==> src/rtl/alu_arbiter.sv <==
// ============================================================================
//  Module   : alu_arbiter
//  Purpose  : Shares one combinational ALU between two requesters using
//             valid/ready request and response handshakes.
//  Option   : ALU_ARB_FIXED_PRIO_EN selects fixed priority (r0 wins ties);
//             when it is undefined, ties are resolved round-robin.
//  Revision : 1.0  initial release
// ============================================================================
`default_nettype none

module alu_arbiter #(
  parameter int nIO = 8
) (
  input  logic           clk,
  input  logic           rst,
  input  logic           r0_valid,
  input  logic           r1_valid,
  output logic           r0_ready,
  output logic           r1_ready,
  input  logic [2:0]     r0_op,
  input  logic [2:0]     r1_op,
  input  logic [nIO-1:0] r0_a,
  input  logic [nIO-1:0] r1_a,
  input  logic [nIO-1:0] r0_b,
  input  logic [nIO-1:0] r1_b,
  output logic           r0_rvalid,
  output logic           r1_rvalid,
  input  logic           r0_rready,
  input  logic           r1_rready,
  output logic [nIO-1:0] resp_z,
  output logic           resp_ov,
  output logic [nIO-1:0] alu_a,
  output logic [nIO-1:0] alu_b,
  output logic [2:0]     alu_op,
  input  logic [nIO-1:0] alu_z,
  input  logic           alu_ov
);

  typedef enum logic [1:0] {
    S_IDLE = 2'd0,
    S_EXEC = 2'd1,
    S_RESP = 2'd2
  } state_t;

  state_t         state_q, state_d;
  logic           gnt_q, gnt_d;
  logic [2:0]     op_q, op_d;
  logic [nIO-1:0] a_q, a_d;
  logic [nIO-1:0] b_q, b_d;
  logic [nIO-1:0] z_q, z_d;
  logic           ov_q, ov_d;

  logic           w_any;
  logic           w_pick;   // 1 selects r1, 0 selects r0
  logic           w_accept;
  logic           w_rready;

  assign w_any    = r0_valid | r1_valid;
  assign w_accept = (state_q == S_IDLE) && w_any;
  assign w_rready = gnt_q ? r1_rready : r0_rready;

`ifdef ALU_ARB_FIXED_PRIO_EN
  assign w_pick = ~r0_valid & r1_valid;
`else
  logic last_q, last_d;

  // A tie goes to whichever requester was not granted most recently.
  assign w_pick = r1_valid & (~r0_valid | ~last_q);
  assign last_d = w_accept ? w_pick : last_q;

  always_ff @(posedge clk) begin
    if (rst) begin
      last_q <= 1'b1;
    end else begin
      last_q <= last_d;
    end
  end
`endif

  always_ff @(posedge clk) begin
    if (rst) begin
      state_q <= S_IDLE;
      gnt_q   <= 1'b0;
      op_q    <= '0;
      a_q     <= '0;
      b_q     <= '0;
      z_q     <= '0;
      ov_q    <= 1'b0;
    end else begin
      state_q <= state_d;
      gnt_q   <= gnt_d;
      op_q    <= op_d;
      a_q     <= a_d;
      b_q     <= b_d;
      z_q     <= z_d;
      ov_q    <= ov_d;
    end
  end

  always_comb begin
    state_d   = state_q;
    gnt_d     = gnt_q;
    op_d      = op_q;
    a_d       = a_q;
    b_d       = b_q;
    z_d       = z_q;
    ov_d      = ov_q;
    r0_ready  = 1'b0;
    r1_ready  = 1'b0;
    r0_rvalid = 1'b0;
    r1_rvalid = 1'b0;

    case (state_q)
      S_IDLE: begin
        if (w_accept) begin
          r0_ready = ~w_pick;
          r1_ready = w_pick;
          gnt_d    = w_pick;
          op_d     = w_pick ? r1_op : r0_op;
          a_d      = w_pick ? r1_a  : r0_a;
          b_d      = w_pick ? r1_b  : r0_b;
          state_d  = S_EXEC;
        end
      end
      S_EXEC: begin
        z_d     = alu_z;
        ov_d    = alu_ov;
        state_d = S_RESP;
      end
      S_RESP: begin
        r0_rvalid = ~gnt_q;
        r1_rvalid = gnt_q;
        if (w_rready) begin
          state_d = S_IDLE;
        end
      end
      default: begin
        state_d = S_IDLE;
      end
    endcase
  end

  // The ALU always sees the operand register, even while idle.
  assign alu_a   = a_q;
  assign alu_b   = b_q;
  assign alu_op  = op_q;
  assign resp_z  = z_q;
  assign resp_ov = ov_q;

endmodule

`default_nettype wire

==> config.mk <==
export PLATFORM = sky130hd
export DESIGN_NAME = alu_arbiter
export DESIGN_NICKNAME = d
export VERILOG_FILES = /design/src/rtl/alu_arbiter.sv
export SDC_FILE = /design/constraint.sdc
export NUM_CORES = 1
export LEC_CHECK = 0
export CAP_MARGIN = 20
export CORE_MARGIN = 3
export CORE_UTILIZATION = 29
export DETAILED_ROUTE_END_ITERATION = 8
export PLACE_DENSITY = 0.66
export SYNTH_ARGS = -nofsm -noshare
export SYNTH_HDL_FRONTEND = slang
export SYNTH_SLANG_ARGS = --single-unit
==> constraint.sdc <==
create_clock -name clk -period 3.3 [get_ports clk]
set_input_delay 0.66 -clock clk [delete_from_list [all_inputs] [get_ports clk]]
set_output_delay 0.66 -clock clk [all_outputs]
set_load 0.02 [all_outputs]
Word level (Yosys, flattened, before mapping)
Index checks and enable logic that the tools add are counted.
{"block": "totals", "register_bits": 32, "out_inout_bits": 32, "elab_cells": 36}
{"block": "op_classes", "n_eq_ne": 4, "muxes": 13, "bitwise": 7, "n_reduce_logical": 4}
{"cell": "two-way mux 8 bit", "count": 2}
{"cell": "two-way mux 1 bit", "count": 7}
{"cell": "case mux 2 bit (3 select lines)", "count": 1}
{"cell": "two-way mux 2 bit", "count": 2}
{"cell": "!= test 2 bit (second input constant)", "count": 2}
{"cell": "inverter 1 bit", "count": 4}
{"cell": "AND reduction 2 bit", "count": 2}
{"cell": "two-way mux 3 bit", "count": 1}
{"cell": "equality test 2 x 1 -> 1 bit (second input constant)", "count": 1}
{"cell": "equality test 2 bit (second input constant)", "count": 1}
{"cell": "zero test 2 bit", "count": 1}
{"cell": "OR 1 bit", "count": 2}
{"cell": "bitwise AND 1 bit", "count": 1}
{"cell": "logical AND 1 bit", "count": 1}

Longest topological paths before layout
Gate-level depths: netlist of run 1.
{"block": "logic_depth", "word_depth": 6, "mapped_depth": 5, "mapped_depth_nobuf": 4}

Least setup slack after synthesis of run 1
Ideal clock, no wire load.
{"block": "synth_timing", "path_kind": "input to output", "from": "input r0_valid", "to": "output r1_ready", "t_arrival_ns": 1.218, "t_required_ns": 2.640, "setup_slack_ns": 1.422, "path_stages": 4, "n_path_buf": 1, "cell_sequence": "a211oi_2 > buf_6 > nand2_2 > inv_2"}
{"block": "synth_between", "elab_chain_len": 5, "word_cells_on_any_way": 7, "classes_between": "mux (2); bitwise (4); reduce/logical (1)"}
{"element": "start: declaration", "line": "16", "rtl": "input logic r0_valid,"}
{"element": "inverter 1 bit", "line": "68", "rtl": "assign w_pick = r1_valid & (~r0_valid | ~last_q);"}
{"element": "OR 1 bit", "line": "68"}
{"element": "bitwise AND 1 bit", "line": "68"}
{"element": "two-way mux 1 bit (*)", "line": "115", "rtl": "if (w_accept) begin"}
{"element": "two-way mux 1 bit (*)", "line": "113", "rtl": "case (state_q)"}
{"element": "end: declaration", "line": "19", "rtl": "output logic r1_ready,"}
Every way passes the cells marked *; elsewhere a longest branch is shown, timed or not.

Worst setup path in the final report of run 1
{"block": "layout_timing", "from": "input r0_valid", "to": "output r0_ready"}
{"block": "layout_between", "elab_chain_len": 6, "word_cells_on_any_way": 8, "classes_between": "mux (2); bitwise (5); reduce/logical (1)"}
{"element": "inverter 1 bit", "line": "68"}
{"element": "OR 1 bit", "line": "68"}
{"element": "bitwise AND 1 bit", "line": "68"}
{"element": "inverter 1 bit", "line": "116", "rtl": "r0_ready = ~w_pick;"}
{"element": "two-way mux 1 bit (*)", "line": "115"}
{"element": "two-way mux 1 bit (*)", "line": "113"}
{"element": "end: declaration", "line": "18", "rtl": "output logic r0_ready,"}
Marked as above.

==> results of run 1 <==
power by group:
group / switching (mW) / internal, mW / total [mW] / leakage (nW)
registers: 0.0211 / 0.421 / 0.442 / 0.263
logic: 0.154 / 0.155 / 0.309 / 0.512
clock network: 0.156 / 0.147 / 0.303 / 0.0479
total: 0.331 / 0.723 / 1.05 / 0.823
layer usage:
layer | GRT usage [%] | vias up | wire length, um
met1 | 22.1 | 757 | 2030
met4 | 6.02 | 0 | 53
met5 | 0 | - | 0
li1 | - | 801 | -
met3 | 5.80 | 4 | 358
met2 | 26.9 | 69 | 2290
synth_stat cells (2+ instances only):
cell type  count
a21oi_1       11
a31oi_1       19
buf_2         11
clkbuf_1       6
dfxtp_1       32
nand2_1       18
nand2b_1       2
nand3_1       19
nand4_1       19
nor2_1         3
o21ai_1       20
cells by family (layout without fill, tap and decap cells):
logic type | Yosys count | after routing | synth area share (%)
compound gates | 53 | 53 | 21.4
buf+inv | 20 | 101 | 7.12
mux | 1 | 1 | 0.712
simple gates | 68 | 68 | 25.2
flops | 32 | 32 | 45.6
flip-flops by register name (all words and copies together) (netlist names):
name	flops
state_q	2
alu_a	8
resp_z	8
alu_op	3
last_q	1
resp_ov	1
gnt_q	1
alu_b	8
layout make-up:
| cell class | count | area (um2) |
|---|---|---|
| timing repair buffer | 92 | 901 |
| multi-input combinational | 122 | 664 |
| clock inverter | 3 | 18.8 |
| fill | 463 | 2140 |
| tap | 52 | 65.1 |
| clock buffer | 5 | 68.8 |
| inverter | 1 | 3.75 |
| sequential | 32 | 641 |
tightest hold or removal path, stage by stage, from the launching register on:
cell     delay, ns
dfxtp_1       0.31
nand2_1       0.05
a21oi_1       0.05
stage by stage:
step / cells / cell area [um2] / worst slack (ns) / hold WS (ns)
floorplan: 174 / 1410 / 1.42 / 0.470
global placement: 299 / 2270 / 0.398 / 0.443
detailed placement: 299 / 2270 / 0.392 / 0.448
CTS: 307 / 2360 / 0.377 / 0.457
global route: 307 / 2360 / 0.326 / 0.486
finish: 307 / 2360 / 0.387 / 0.454
worst max path at each step:
stage	from	endpoint	slack (ns)
finish	r0_valid	r0_ready	0.39
CTS	r0_valid	r0_ready	0.38
detailed placement	r0_valid	r0_ready	0.39
floorplan	r0_valid	r1_ready	1.42
global placement	r0_valid	r0_ready	0.40
global route	r0_valid	r0_ready	0.33
==> flow_metrics.env, run 1 <==
export IMPL_status="finished clean"
export IMPL_clkTransAtPathRegs_ns=0.07
export IMPL_synth_distinct_cells=25
export IMPL_grt_overflow_total=0
export IMPL_viasPerCell=5.31
export IMPL_synth_top_area_share_pct=45.6
export IMPL_routed_wl_um=4730
export IMPL_ys_ff_latch=32
export IMPL_syn_num_nets=227
export IMPL_layout_common_cells="clkdlybuf4s50_1 (84), dfxtp_1 (32), o21ai_1 (20)"
export IMPL_antenna_found_initial=0
export IMPL_via_count=1631
export IMPL_synth_cells=174
export IMPL_crit_arrival_ns=2.25
export IMPL_die_area_um2=5720
export IMPL_cts_sinks=32
export IMPL_setup_viol=0
export IMPL_cp_top_family="buffers and inverters"
export IMPL_clock_root_buffer="clkbuf_8"
export IMPL_die_height_um=75.6
export IMPL_cp_depth=4
export IMPL_cpMostUsedCell="clkdlybuf4s50_1"
export IMPL_yosysSeqAreaShare_pct=45.6
export IMPL_dr_pass1_iters=4
export IMPL_ys_warn_count=0
export IMPL_syn_area_um2=1410
export IMPL_place_congestion=0.810
export IMPL_avgSynthCellArea_um2=8.08
export IMPL_drtIter0Drc=66
export IMPL_drcViolationCount=0
export IMPL_cts_resized=0
export IMPL_cts_buffers=5
export IMPL_start_kind="input pin"
export IMPL_post_route_period_util_pct=88.3
export IMPL_synth_edf_count=0
export IMPL_cts_tree="done"
export IMPL_grt_usage_pct=17.2
export IMPL_hold_viol_final=0
export IMPL_dp_hpwl_um=3240
export IMPL_r2r_worst_path_cells=3
export IMPL_initial_core_util_pct=31.2
export IMPL_fin_skew_ns=0.00477
export IMPL_regToRegStartpoint="state_q[1]"
export IMPL_grt_max_degree=23
export IMPL_ant_nets=0
export IMPL_reg2reg_to="alu_b[2]"
export IMPL_grt_pass1_wl_um=7470
export IMPL_hold_path_cell_count=2
export IMPL_utilization_pct=52.4
export IMPL_period_minus_slack_ns=2.91
export IMPL_cts_hold_buffers=0
export IMPL_rows=24
export IMPL_cts_setup_buffers=0
export IMPL_synth_top_cell_by_area="dfxtp_1"
export IMPL_slowest_stage="clkdlybuf4s50_1"
export IMPL_worstHoldPathType="flop to flop"
export IMPL_clk_path_buf_depth=2
export IMPL_wire_per_inst_um=15.4
export IMPL_worstHoldEndpoint="resp_z[2]"
export IMPL_max_stage_delay_ns=0.62
export IMPL_crit_buf_inv=3
export IMPL_tns_ns=0
export IMPL_ios=85
export IMPL_die_width_um=75.6
export IMPL_core_um2=4500
export IMPL_power_mw=1.05
export IMPL_maxCapViolations=0
export IMPL_critPathKind="input pin to primary output"
export IMPL_leakage_nw=0.823
export IMPL_first_global_vias=1566
export IMPL_async_reset_ff_share_pct=0
export IMPL_final_common_cell="clkdlybuf4s50_1"
export IMPL_cp_cell_sequence="clkdlybuf4s50_1 -> buf_4 -> and3_1 -> clkdlybuf4s50_1"
export IMPL_diodes=0
export IMPL_cp_required_ns=2.64
export IMPL_end_kind="primary output"
export IMPL_ys_top_cells_by_area="dfxtp_1 (46%), a31oi_1 (8.5%), nand4_1 (8.5%)"
export IMPL_portBuffers=84
export IMPL_fmax_ghz=0.343
export IMPL_slew_headroom_pct=50.6
export IMPL_final_nets=307
export IMPL_synth_main_ff_cell="dfxtp_1"
export IMPL_syn2layout_area_growth_pct=68.1
export IMPL_worst_pin_slew_ns=0.740
export IMPL_rsz0062_at_grt="false"
export IMPL_min_delay_start="resp_z[2]"
export IMPL_p_per_area_nw_per_um2=446
export IMPL_clk_latency_ns=0.28
export IMPL_drive_gt1_share_pct=7.45
export IMPL_peakVddDrop_uv=241
export IMPL_rrSetupSlack_ns=1.75
export IMPL_drv_slew=0
export IMPL_crit_fanout=22
export IMPL_cts_htree_levels=2
Note: power is estimated with default switching activity, not from simulation.
==> run 2: changes to the inputs <==
SLEW_MARGIN = 30   (was unset)
==> results of run 2 <==
The final DEF is identical to that of run 1; final timing and power are the same.
